[config.mk]
export PLATFORM = sky130hd
export DESIGN_NAME = idex_hazard_stage
export DESIGN_NICKNAME = d
export VERILOG_FILES = /design/src/rtl/idex_hazard_stage.sv
export SDC_FILE = /design/constraint.sdc
export NUM_CORES = 1
export LEC_CHECK = 0
export ABC_AREA = 1
export BUFFER_PORTS_ARGS = -buffer_cell sky130_fd_sc_hd__buf_4
export CORE_AREA = 2 2 124 126
export CTS_BUF_LIST = sky130_fd_sc_hd__clkbuf_8
export DETAILED_ROUTE_END_ITERATION = 10
export DIE_AREA = 0 0 126 128
export GPL_ROUTABILITY_DRIVEN = 0
export PLACE_DENSITY_LB_ADDON = 0.05
export SLEW_MARGIN = 20
export SYNTH_ARGS = -nofsm -noshare
export SYNTH_HDL_FRONTEND = slang
export SYNTH_SLANG_ARGS = --single-unit
[constraint.sdc]
create_clock -name in_clk -period 1.7 [get_ports in_clk]
set_input_delay 0.255 -clock in_clk [delete_from_list [all_inputs] [get_ports in_clk]]
set_output_delay 0.255 -clock in_clk [all_outputs]
set_load 0.01 [all_outputs]
[src/rtl/idex_hazard_stage.sv]
// idex_hazard_stage
//
// ID/EX pipeline register with load-use hazard detection and bubble insertion.
// Each cycle the instruction in ID is captured into the ID/EX slot. The slot
// becomes a bubble on reset, on a taken-branch flush, or on a load-use stall.
// A stall also holds PC and IF/ID for one cycle.
//
// Optional feature: define IDEX_STALL_COUNTER_EN to add out_stall_count, a
// saturating count of load-use stall cycles. Reset clears it. Flush bubbles
// are not counted.
//
// Ports:
//   in_clk, in_rst        clock, synchronous active-high reset
//   in_flush              squash the instruction in ID (taken branch in EX)
//   in_ifid_*             decoded instruction fields from ID
//   out_idex_*            registered ID/EX slot contents for EX
//   out_idex_valid        0 when the slot holds a bubble
//   out_pc_write          PC enable (low = hold)
//   out_ifid_write        IF/ID enable (low = hold)
//   out_stall             combinational load-use stall
//   out_stall_count       stall cycle counter (IDEX_STALL_COUNTER_EN only)

module idex_hazard_stage (
    input  logic        in_clk,
    input  logic        in_rst,
    input  logic        in_flush,
    input  logic [6:0]  in_ifid_upcode,
    input  logic [4:0]  in_ifid_rs1,
    input  logic [4:0]  in_ifid_rs2,
    input  logic [4:0]  in_ifid_rd,
    input  logic [31:0] in_ifid_pc,
    input  logic [31:0] in_ifid_rd1,
    input  logic [31:0] in_ifid_rd2,
    input  logic [31:0] in_ifid_imm,
    input  logic        in_ifid_regwrite,
    input  logic        in_ifid_memread,
    input  logic        in_ifid_memwrite,
    input  logic        in_ifid_branch,
    output logic [6:0]  out_idex_upcode,
    output logic [4:0]  out_idex_rs1,
    output logic [4:0]  out_idex_rs2,
    output logic [4:0]  out_idex_rd,
    output logic [31:0] out_idex_pc,
    output logic [31:0] out_idex_rd1,
    output logic [31:0] out_idex_rd2,
    output logic [31:0] out_idex_imm,
    output logic        out_idex_regwrite,
    output logic        out_idex_memread,
    output logic        out_idex_memwrite,
    output logic        out_idex_branch,
    output logic        out_idex_valid,
    output logic        out_pc_write,
    output logic        out_ifid_write,
    output logic        out_stall
`ifdef IDEX_STALL_COUNTER_EN
    ,
    output logic [31:0] out_stall_count
`endif
);

    localparam logic [6:0] OpReg   = 7'b0110011;
    localparam logic [6:0] OpStore = 7'b0100011;
    localparam logic [6:0] OpBr    = 7'b1100011;
    localparam logic [6:0] OpImm   = 7'b0010011;
    localparam logic [6:0] OpLui   = 7'b0110111;
    localparam logic [6:0] OpAuipc = 7'b0010111;
    localparam logic [6:0] OpJal   = 7'b1101111;

    typedef struct packed {
        logic [6:0]  upcode;
        logic [4:0]  rs1;
        logic [4:0]  rs2;
        logic [4:0]  rd;
        logic [31:0] pc;
        logic [31:0] rd1;
        logic [31:0] rd2;
        logic [31:0] imm;
        logic        regwrite;
        logic        memread;
        logic        memwrite;
        logic        branch;
        logic        valid;
    } slot_t;

    slot_t slot_q, slot_d, bubble, capture;
    logic  uses_rs1, uses_rs2, hazard, stall;

    // Bubble is an addi x0,x0,0 with all control cleared.
    always_comb begin
        bubble        = '0;
        bubble.upcode = OpImm;
    end

    always_comb begin
        capture          = '0;
        capture.upcode   = in_ifid_upcode;
        capture.rs1      = in_ifid_rs1;
        capture.rs2      = in_ifid_rs2;
        capture.rd       = in_ifid_rd;
        capture.pc       = in_ifid_pc;
        capture.rd1      = in_ifid_rd1;
        capture.rd2      = in_ifid_rd2;
        capture.imm      = in_ifid_imm;
        capture.regwrite = in_ifid_regwrite;
        capture.memread  = in_ifid_memread;
        capture.memwrite = in_ifid_memwrite;
        capture.branch   = in_ifid_branch;
        capture.valid    = 1'b1;
    end

    always_comb begin
        uses_rs1 = !(in_ifid_upcode == OpLui || in_ifid_upcode == OpAuipc ||
                     in_ifid_upcode == OpJal);
        uses_rs2 = (in_ifid_upcode == OpReg || in_ifid_upcode == OpStore ||
                    in_ifid_upcode == OpBr);
        // A store's rs2 match is resolved by the MEM-stage write-data forward.
        hazard = slot_q.memread && (slot_q.rd != 5'd0) &&
                 ((uses_rs1 && (slot_q.rd == in_ifid_rs1)) ||
                  (uses_rs2 && (in_ifid_upcode != OpStore) && (slot_q.rd == in_ifid_rs2)));
        stall  = hazard && !in_flush;
    end

    always_comb begin
        slot_d = capture;
        if (in_flush || stall) begin
            slot_d = bubble;
        end
    end

    always_ff @(posedge in_clk) begin
        if (in_rst) begin
            slot_q <= bubble;
        end else begin
            slot_q <= slot_d;
        end
    end

`ifdef IDEX_STALL_COUNTER_EN
    logic [31:0] stall_count_q, stall_count_d;

    always_comb begin
        stall_count_d = stall_count_q;
        if (stall && (stall_count_q != 32'hFFFF_FFFF)) begin
            stall_count_d = stall_count_q + 32'd1;
        end
    end

    always_ff @(posedge in_clk) begin
        if (in_rst) begin
            stall_count_q <= 32'd0;
        end else begin
            stall_count_q <= stall_count_d;
        end
    end

    assign out_stall_count = stall_count_q;
`endif

    assign out_idex_upcode   = slot_q.upcode;
    assign out_idex_rs1      = slot_q.rs1;
    assign out_idex_rs2      = slot_q.rs2;
    assign out_idex_rd       = slot_q.rd;
    assign out_idex_pc       = slot_q.pc;
    assign out_idex_rd1      = slot_q.rd1;
    assign out_idex_rd2      = slot_q.rd2;
    assign out_idex_imm      = slot_q.imm;
    assign out_idex_regwrite = slot_q.regwrite;
    assign out_idex_memread  = slot_q.memread;
    assign out_idex_memwrite = slot_q.memwrite;
    assign out_idex_branch   = slot_q.branch;
    assign out_idex_valid    = slot_q.valid;
    assign out_stall         = stall;
    assign out_pc_write      = ~stall;
    assign out_ifid_write    = ~stall;

endmodule

==> impl_results.md, run 1 <==
* Outcome: complete, but fails checks
* Violated checks: negative setup slack
* Final WL at approximately 15 mm
* Final TNS setup at -2.71 ns
* Placeable Area at around 0.015 mm²
* Critical path peak fanout at 4
* Slowest stage cell on the critical path: dfxtp_2
* CTS sink cnt at ~160
* Deepest clock path buffer count at 2
* Die X at between 100 and 150 µm
* Period minus WS final at between 1.5 and 2 ns
* Final HPWL DP at 10.2 mm
* Post-DRT Antenna Nets at 0
* Async S/R FF share, synth at 0
* Synth Area in Adders at 0
* # setup viols final at a little over 80
* Final worst setup slack at -0.198 ns
* Syn Inst Count at 534
* Worst Setup End Kind: primary output
* Final Hold Vio Count at 0
* Cell leakage power at ~4.8 nW
* CTS tree: yes
* CTS H-Tree Depth at 4
* Xor and xnor area share after synthesis at 0.00716
* Largest family of logic cells by synthesized area: simple AND/OR/NAND/NOR gates
* Post-synth EDFFs at 0
* Port bufs at approximately 310
* RSZ-0062 raised after global routing: yes
* Critical path's top delay family: simple AND/OR/NAND/NOR gates
* Ys flop type: dfxtp_1
* Num rows at 45
* Clock transition at the registers of the reported paths at 0.08 ns
* Clock Latency Late Sink at 0.44 ns
* I/O pins at between 300 and 400
* Num CTS Buffers at 17
* Worst VDD drop at 0.000524 V
* Hold/Removal Path Class: primary input to flop
* Startpoint Class: flop
* Compound-Gate Fraction of Synth Area at 0.00256
* Final Instance Count excl. Fillers at roughly 1100
* Starting Density at 0.329
* Register bit total from synthesis at around 160
* Total GRT Usage at 0.160
* Core Util, Final at 0.592
* DRT iter0 DRCs at approximately 130
* Slowest stage delay, CP at ~0.34 ns
* First-pass GRT wire length at between 15 and 20 mm
* Final period util at 1.12
* Avg Cell Area, Syn at 9.16 µm²
* 1st-pass router iterations at 4
* Clock Skew at between 0.009 and 0.01 ns
* Max-slew headroom at 0.852
* Area delta synth->final at 79.7%
* Die area at roughly 0.016 mm²
* CP Cell Sequence: inv_2 > nand2_2 > nand2_1 > nand2_1 > nor2_2 > nand3_1 > nand2_2 > nand2_4 > nor2_4 > inv_2 > buf_4
* Share of layout cells above drive strength 1 at 0.564
* Via density per instance at around 4
* Crit Path Category: flop to primary output
* MaxCap Viol Count at 0
* Vias in the first global route at 4078
* Initial antenna violation count at 0
* Antenna cell count at 0
* Post-Syn Area at 0.00489 mm²
* Inst Count DP at 1025
* Drt wl/cell at between 10 and 15 µm
* Worst-margin pin slew at roughly 0.22 ns
* Simple-gate share of the synthesized area at 0.198
* Height of the die at 128 µm
* Largest net degree at the start of global routing at 54
* Total gr overflow at 0
* Critical path required time at around 1.4 ns
* Sequential fraction of the synthesis area at 0.634
* Synth Net Count at approximately 690
* Slew Viols, Final at 0
* PwrDens at 883 mW/mm²
* Synth warn at 0
* CP Buf/Inv Count at 3
* Unique cell type count in the Yosys netlist at 19
* CTS root buf: clkbuf_8
* NumNets Final at between 1000 and 1500
* FMAX at 527 MHz
* CP arrival at around 1.6 ns
* Routed vias at approximately 4400
* # DRC at 0
* Mux cell area share after synthesis at 0
-- worst paths after layout --
path              depth (start not counted)                            end  slack (ns)                         from
setup reg to reg                         14    out_idex_imm[27]$_SDFF_PP0_       -0.07    out_idex_rd[0]$_SDFF_PP0_
hold reg to reg                           6  out_idex_upcode[0]$_SDFF_PP1_        0.88  out_idex_memread$_SDFF_PP0_
setup / recovery                         11                 out_ifid_write       -0.20    out_idex_rd[0]$_SDFF_PP0_
hold / removal                            3     out_idex_rd2[9]$_SDFF_PP0_        0.03               in_ifid_rd2[9]
-- state kept, by name, indices dropped and copies added (netlist names) --
register,cells
out_idex_imm,32
out_idex_pc,32
out_idex_rd1,32
out_idex_rd2,32
out_idex_upcode,7
out_idex_rd,5
out_idex_rs1,5
out_idex_rs2,5
out_idex_branch,1
out_idex_memread,1
out_idex_memwrite,1
out_idex_regwrite,1
out_idex_valid,1
-- through the flow --
step           setup WS, ns  area, µm²  hold WS, ns  total power [W]
5_1_grt              -0.341       8790      0.00106          0.00809
2_1_floorplan        0.0617       4890        0.361          0.00425
3_5_place_dp         0.0769       7410        0.458          0.00481
6_report             -0.198       8790       0.0327          0.00776
4_1_cts              -0.179       8060     0.000109          0.00766
3_3_place_gp         0.0925       7410        0.459          0.00480
-- cells in the mapped netlist, types with 2 or more instances --
cell | count | area [µm²]
dfxtp_1 | 155 | 3100
inv_1 | 155 | 582
nor2_1 | 79 | 297
nor2_2 | 79 | 494
nand2_1 | 26 | 97.6
buf_8 | 8 | 120
buf_2 | 7 | 35.0
nand3_1 | 6 | 30.0
inv_2 | 5 | 18.8
xor2_1 | 3 | 26.3
nand2_4 | 2 | 22.5
nand3b_1 | 2 | 15.0
-- cell usage in the layout (no fill, tap or decap), types with 2 or more instances in the layout --
master	netlist	final
buf_4	1	321
inv_1	155	157
dfxtp_1	155	150
nor2_2	79	101
nor2_1	79	36
nand2_1	26	25
nor2_4	0	21
clkbuf_8	0	20
dlygate4sd3_1	0	20
clkbuf_16	0	9
buf_12	0	7
buf_6	1	7
inv_2	5	6
nand3_1	6	5
dfxtp_2	0	4
xor2_1	3	3
nand2_8	0	3
bufinv_16	0	3
buf_16	0	3
nand2_2	1	2
nand3b_1	2	2
clkinv_2	0	2
clkinvlp_4	0	2
-- logic make-up after synthesis --
logic type | after synthesis
AND/OR/NAND/NOR | 196
XOR/XNOR | 4
AO/OA/AOI/OAI | 2
flip-flops | 155
buffers and inverters | 177
-- tightest hold or removal path, cell delays in order --
cell and delay [ns]:
buf_4 0.08, inv_1 0.03, nor2_2 0.08
-- final cells by class --
class,instances,area (µm²)
fill,1359,6070
timing repair buffer,368,3150
sequential,155,3110
multi-input combinational,204,1290
inverter,160,601
clock buffer,20,275
tap,188,235
clock inverter,10,126
-- what timing repair did --
| item | 4_1_cts | 5_1_grt |
|---|---|---|
| hold endpoints to repair | 20 | 0 |
| setup endpoints to repair | 3 | 85 |
| pin swaps | 4 | 4 |
| cloned | 0 | 14 |
| buffers inserted | 3 | 14 |
| hold buffers | 20 | 0 |
| resized for setup | 9 | 89 |
-- report_power, final --
group	switching (W)	total [W]	internal, W
sequential	0.0000458	0.00382	0.00378
combinational	0.000481	0.00113	0.000648
clock	0.00128	0.00281	0.00153
-- metal layers --
metal / track usage / routed length (µm)
met1: 0.152 / 5080
met2: 0.291 / 8170
met3: 0.0835 / 1450
met4: 0.0627 / 340
met5: 0 / 0
No activity file was read; power rests on OpenSTA's default activity.
==> run 2: changes to the inputs <==
--- a/config.mk
+++ b/config.mk
@@ -13,6 +13,7 @@
 export DIE_AREA = 0 0 126 128
 export GPL_ROUTABILITY_DRIVEN = 0
 export PLACE_DENSITY_LB_ADDON = 0.05
+export SKIP_CTS_REPAIR_TIMING = 1
 export SLEW_MARGIN = 20
 export SYNTH_ARGS = -nofsm -noshare
 export SYNTH_HDL_FRONTEND = slang
==> impl_results.md, run 2 (synthesis results as in run 1) <==
* Outcome: complete, but fails checks
* Violated checks: negative setup slack
* First-pass GRT wire length at slightly below 20 mm
* Crit Reg-Reg Startpoint: out_idex_rd[0]$_SDFF_PP0_
* Final Instance Count excl. Fillers at around 1100
* Slowest stage cell on the critical path: dfxtp_2
* Vias in the first global route at ~4000
* Drt wl/cell at approximately 12 µm
* Die X at ~130 µm
* Switch Pwr at about 0.0017 W
* Worst VDD drop at 0.000517 V
* Num CTS Buffers at 17
* Share of layout cells above drive strength 1 at 0.510
* Die area at 0.0161 mm²
* Cell area after layout at roughly 0.0079 mm²
* Startpoint Class: flop
* 1st-pass router iterations at 4
* Crit Path Category: flop to primary output
* Area after DPL at 0.00741 mm²
* Clock transition at the registers of the reported paths at 0.08 ns
* RSZ-0062 raised after global routing: yes
* Num rows at between 40 and 50
* Deepest clock path buffer count at 2
* Post-DRT Antenna Nets at 0
* Slew Viols, Final at 0
* Critical path's top delay family: simple AND/OR/NAND/NOR gates
* MaxCap Viol Count at 0
* Clock Latency Late Sink at around 0.44 ns
* Antenna cell count at 0
* Total power at ~0.0075 W
* CTS root buf: clkbuf_8
* Final worst setup slack at -0.166 ns
* Total gr overflow at 0
* Part of the power in registers at 0.508
* Via density per instance at slightly below 4
* Starting Density at 0.329
* Initial antenna violation count at 0
* Critical path peak fanout at 4
* Crit path depth at 11
* I/O pins at 315
* Period minus WS final at roughly 1.9 ns
* CP startpoint: out_idex_rd[0]$_SDFF_PP0_
* Routed vias at slightly above 4000
* Hold/Removal Path Class: primary input to flop
* Placeable Area at 0.0149 mm²
* # setup viols final at 3
* R2R depth at 12
* DRT iter0 DRCs at 98
* PwrDens at 947 mW/mm²
* Largest net degree at the start of global routing at 54
* Most used cell along the critical path: nand2_1
* Most frequent cells in the layout: 317 x buf_4, 157 x inv_1, 150 x dfxtp_1
* CTS sink cnt at 155
* Final HPWL DP at a little over 10 mm
* Slowest stage delay, CP at 0.34 ns
* Comb power frac at 0.122
* Height of the die at between 100 and 150 µm
* CP arrival at around 1.6 ns
* Final Hold Vio Count at 0
* NumNets Final at 1022
* Clock Skew at approximately 0.012 ns
* Worst-margin pin slew at 0.219 ns
* Max-slew headroom at 0.853
* # DRC at 0
* Final WL at ~13 mm
* Total GRT Usage at 0.157
* FMAX at between 500 and 600 MHz
* Area delta synth->final at 62.5%
* CP Cell Sequence: inv_2 > nand2_1 > nand2_1 > nand2_1 > nor2_2 > nand3_1 > nand2_2 > nand2_4 > nor2_4 > inv_2 > buf_4
* Switching Share at 0.226
* Clock share of power at 0.370
* Final TNS setup at -0.451 ns
* R2R Setup Slk at roughly 0.080 ns
* Inst Count DP at roughly 1000
* Internal at around 0.0058 W
* CTS H-Tree Depth at 4
* CP Buf/Inv Count at 3
* Port bufs at 314
* Cell leakage power at 4.45 nW
* CTS tree: yes
* Final period util at 1.10
* Critical path required time at about 1.4 ns
* Crit path capture: out_ifid_write
* Worst Setup End Kind: primary output
* Most common cell after layout, fill and taps aside: buf_4
* FF-to-FF End: out_idex_pc[22]$_SDFF_PP0_
[run 2: cell types whose count changed in the layout (fill, tap and decap cells not counted), sizes merged]
cell         previous run  this run
buf                   339       323
clkbuf                 29        21
dlygate4sd3            20         5
nand2                  31        29
[run 2: how the worst min path moves through the flow]
stage / slack (ns) / from / cells past startpoint / to
2_1_floorplan: 0.36 / in_ifid_upcode[0] / 1 / out_idex_upcode[0]$_SDFF_PP1_
3_3_place_gp: 0.46 / in_ifid_upcode[1] / 2 / out_idex_upcode[1]$_SDFF_PP1_
3_5_place_dp: 0.46 / in_ifid_upcode[0] / 2 / out_idex_upcode[0]$_SDFF_PP1_
4_1_cts: -0.02 / in_ifid_upcode[0] / 2 / out_idex_upcode[0]$_SDFF_PP1_
5_1_grt: 0.001 / in_ifid_rd2[31] / 3 / out_idex_rd2[31]$_SDFF_PP0_
6_report: 0.03 / in_ifid_imm[31] / 3 / out_idex_imm[31]$_SDFF_PP0_
[run 2: area by class of cell]
class	count	area (µm²)
flip-flops and latches	155	3110
fillers	1455	6920
repair buffers	329	2560
well taps	188	235
clock buffers	20	275
clock inverters	10	126
inverters	160	601
multi-input cells	202	1040
[run 2: per-layer routing]
metal,GRT usage,part of all wire,vias to the layer above
met2,0.282,0.53,189
li1,-,-,2112
met1,0.150,0.34,1793
met3,0.0831,0.10,20
met4,0.0640,0.027,0
met5,0,0,-
[run 2: stage by stage]
| step | setup slack (ns) | utilization | hold slack (ns) |
|---|---|---|---|
| after floorplan | 0.0617 | - | 0.361 |
| after global placement | 0.0925 | 0.499 | 0.459 |
| after detailed placement | 0.0769 | 0.499 | 0.458 |
| after CTS | -0.352 | 0.526 | -0.0235 |
| after global routing | -0.314 | 0.535 | 0.00106 |
| final | -0.166 | 0.535 | 0.0267 |
[run 2: power groups by stage]
stage          Combinational (W)  Clock, W  Sequential [W]
2_1_floorplan           0.000273         0         0.00398
3_3_place_gp            0.000897         0         0.00390
3_5_place_dp            0.000904         0         0.00391
4_1_cts                 0.000906   0.00289         0.00382
5_1_grt                  0.00101   0.00303         0.00384
6_report                0.000918   0.00279         0.00382
[run 2: worst min-delay path, cell delays in order]
cell    delay [ns]
buf_4         0.08
inv_1         0.03
nor2_1        0.07
==> run 3: changes to the inputs <==
--- a/config.mk
+++ b/config.mk
@@ -7,10 +7,12 @@
 export LEC_CHECK = 0
 export ABC_AREA = 1
 export BUFFER_PORTS_ARGS = -buffer_cell sky130_fd_sc_hd__buf_4
-export CORE_AREA = 2 2 124 126
+export CELL_PAD_IN_SITES_DETAIL_PLACEMENT = 1
+export CELL_PAD_IN_SITES_GLOBAL_PLACEMENT = 2
+export CORE_ASPECT_RATIO = 1.25
+export CORE_UTILIZATION = 23
 export CTS_BUF_LIST = sky130_fd_sc_hd__clkbuf_8
 export DETAILED_ROUTE_END_ITERATION = 10
-export DIE_AREA = 0 0 126 128
 export GPL_ROUTABILITY_DRIVEN = 0
 export PLACE_DENSITY_LB_ADDON = 0.05
 export SKIP_CTS_REPAIR_TIMING = 1
==> impl_results.md, run 3 (synthesis results as in run 1) <==
* Outcome: complete, but fails checks
* Violated checks: negative setup slack
* Deepest clock path buffer count at 2
* Final period util at 1.14
* R2R Setup Slk at 0.05 ns
* Most frequent cells in the layout: 318 x buf_4, 154 x inv_1, 150 x dfxtp_1
* Cell leakage power at approximately 4.7 nW
* Crit path capture: out_ifid_write
* CTS H-Tree Depth at 4
* Total GRT Usage at 0.138
* Initial antenna violation count at 0
* CP startpoint: out_idex_rd[0]$_SDFF_PP0_
* Period minus WS final at slightly below 2 ns
* Worst VDD drop at around 0.00047 V
* Final WL at ~16 mm
* Final worst setup slack at -0.231 ns
* Critical path peak fanout at 4
* Antenna cell count at 0
* CTS sink cnt at 155
* Share of layout cells above drive strength 1 at 0.498
* CTS tree: yes
* First-pass GRT wire length at between 20 and 25 mm
* Num rows at slightly below 60
* DRT iter0 DRCs at slightly above 100
* HP Start: in_ifid_imm[13]
* 1st-pass router iterations at 4
* Most used cell along the critical path: nand2_2
* Clock Skew at 0.0163 ns
* Final Instance Count excl. Fillers at about 1200
* Area delta synth->final at 76.9%
* Fill cell count at roughly 2500
* Starting Density at 0.235
* Slowest stage delay, CP at between 0.3 and 0.4 ns
* Die area at approximately 0.022 mm²
* Final Hold Vio Count at 0
* Slowest stage cell on the critical path: dfxtp_4
* PwrDens at 908 mW/mm²
* I/O pins at between 300 and 400
* Startpoint Class: flop
* Post-DRT Antenna Nets at 0
* Most common cell after layout, fill and taps aside: buf_4
* Crit Path Category: flop to primary output
* Height of the die at roughly 170 µm
* # setup viols final at 3
* CP Cell Sequence: inv_4 > nand2_2 > nand2_2 > nand2_2 > nor2_2 > nand3_1 > nand2_2 > nand2_4 > nor2_4 > inv_2 > buf_6
* Placeable Area at about 0.021 mm²
* Port bufs at 314
* CP arrival at approximately 1.7 ns
* Inst Count DP at 1115
* Hold/Removal Path Class: primary input to flop
* Die X at 132 µm
* Slew Viols, Final at 0
* Final HPWL DP at around 12 mm
* R2R depth at 10
* MaxCap Viol Count at 0
* FMAX at between 500 and 600 MHz
* RSZ-0062 raised after global routing: yes
* Clock transition at the registers of the reported paths at ~0.09 ns
* Largest net degree at the start of global routing at 27
* Vias in the first global route at ~4400
* Worst-margin pin slew at around 0.23 ns
* Max-slew headroom at 0.847
* Total gr overflow at 0
* NumNets Final at ~1100
* Drt wl/cell at between 10 and 15 µm
* Via density per instance at 3.74
* FF-to-FF End: out_idex_imm[12]$_SDFF_PP0_
* Total power at 0.00785 W
* # DRC at 0
* Clock Latency Late Sink at 0.45 ns
* Crit Reg-Reg Startpoint: out_idex_rd[0]$_SDFF_PP0_
* Worst Setup End Kind: primary output
* Critical path required time at 1.44 ns
* CTS root buf: clkbuf_8
* Routed vias at approximately 4500
* Num CTS Buffers at 17
* Final TNS setup at -0.657 ns
==> run 3: cell types whose count changed in the layout (fill, tap and decap cells not counted), moves of 2 or more <==
cell           previous run  this run
dlygate4sd3_1             5        51
inv_6                     0         4
inv_1                   157       154
nand2_1                  26        23
nand2_2                   1         4
buf_12                    3         5
buf_6                     2         4
clkinv_4                  0         2
dfxtp_2                   5         3
dfxtp_4                   0         2
==> run 3: layer usage <==
metal / global-route usage / vias to the layer above / share of wire
li1: - / 2221 / -
met1: 0.129 / 2079 / 0.34
met2: 0.257 / 187 / 0.55
met3: 0.0711 / 16 / 0.098
met4: 0.0502 / 0 / 0.012
met5: 0 / - / 0
==> run 3: layout make-up <==
class                   instances  area [µm²]  share of cell area
clock buffers                  19         262              0.0302
clock inverters                12         160              0.0185
inverters                     160         603              0.0697
multi-input cells             203        1070               0.124
flip-flops and latches        155        3110               0.360
well taps                     274         343              0.0396
repair buffers                380        3100               0.358
==> run 3: worst min path at each step <==
stage	end	slack [ns]	cells after the start
floorplan	out_idex_upcode[0]$_SDFF_PP1_	0.36	1
finish	out_idex_imm[13]$_SDFF_PP0_	0.02	3
global route	out_idex_pc[23]$_SDFF_PP0_	-0.003	3
global placement	out_idex_upcode[0]$_SDFF_PP1_	0.46	2
CTS	out_idex_upcode[1]$_SDFF_PP1_	-0.03	2
detailed placement	out_idex_upcode[1]$_SDFF_PP1_	0.46	2
==> run 3: through the flow <==
step | instance area, µm² | setup slack (ns) | utilization | hold WS (ns)
2_1_floorplan | 4890 | 0.0617 | - | 0.361
3_5_place_dp | 7580 | 0.0344 | 0.364 | 0.465
6_report | 8650 | -0.231 | 0.416 | 0.0192
5_1_grt | 8650 | -0.364 | 0.416 | -0.00296
3_3_place_gp | 7580 | 0.0604 | 0.364 | 0.460
4_1_cts | 8000 | -0.405 | 0.384 | -0.0333
==> run 3: power breakdown <==
group | switching (W) | total [W] | internal, W
combinational | 0.000441 | 0.00105 | 0.000606
sequential | 0.0000477 | 0.00382 | 0.00377
clock | 0.00144 | 0.00298 | 0.00154
total | 0.00193 | 0.00785 | 0.00592
==> run 3: critical path: cells and delay by family (launching register included) <==
family,cells,cell delay (ns)
simple gates,8,0.66
flops,1,0.37
buf+inv,3,0.22
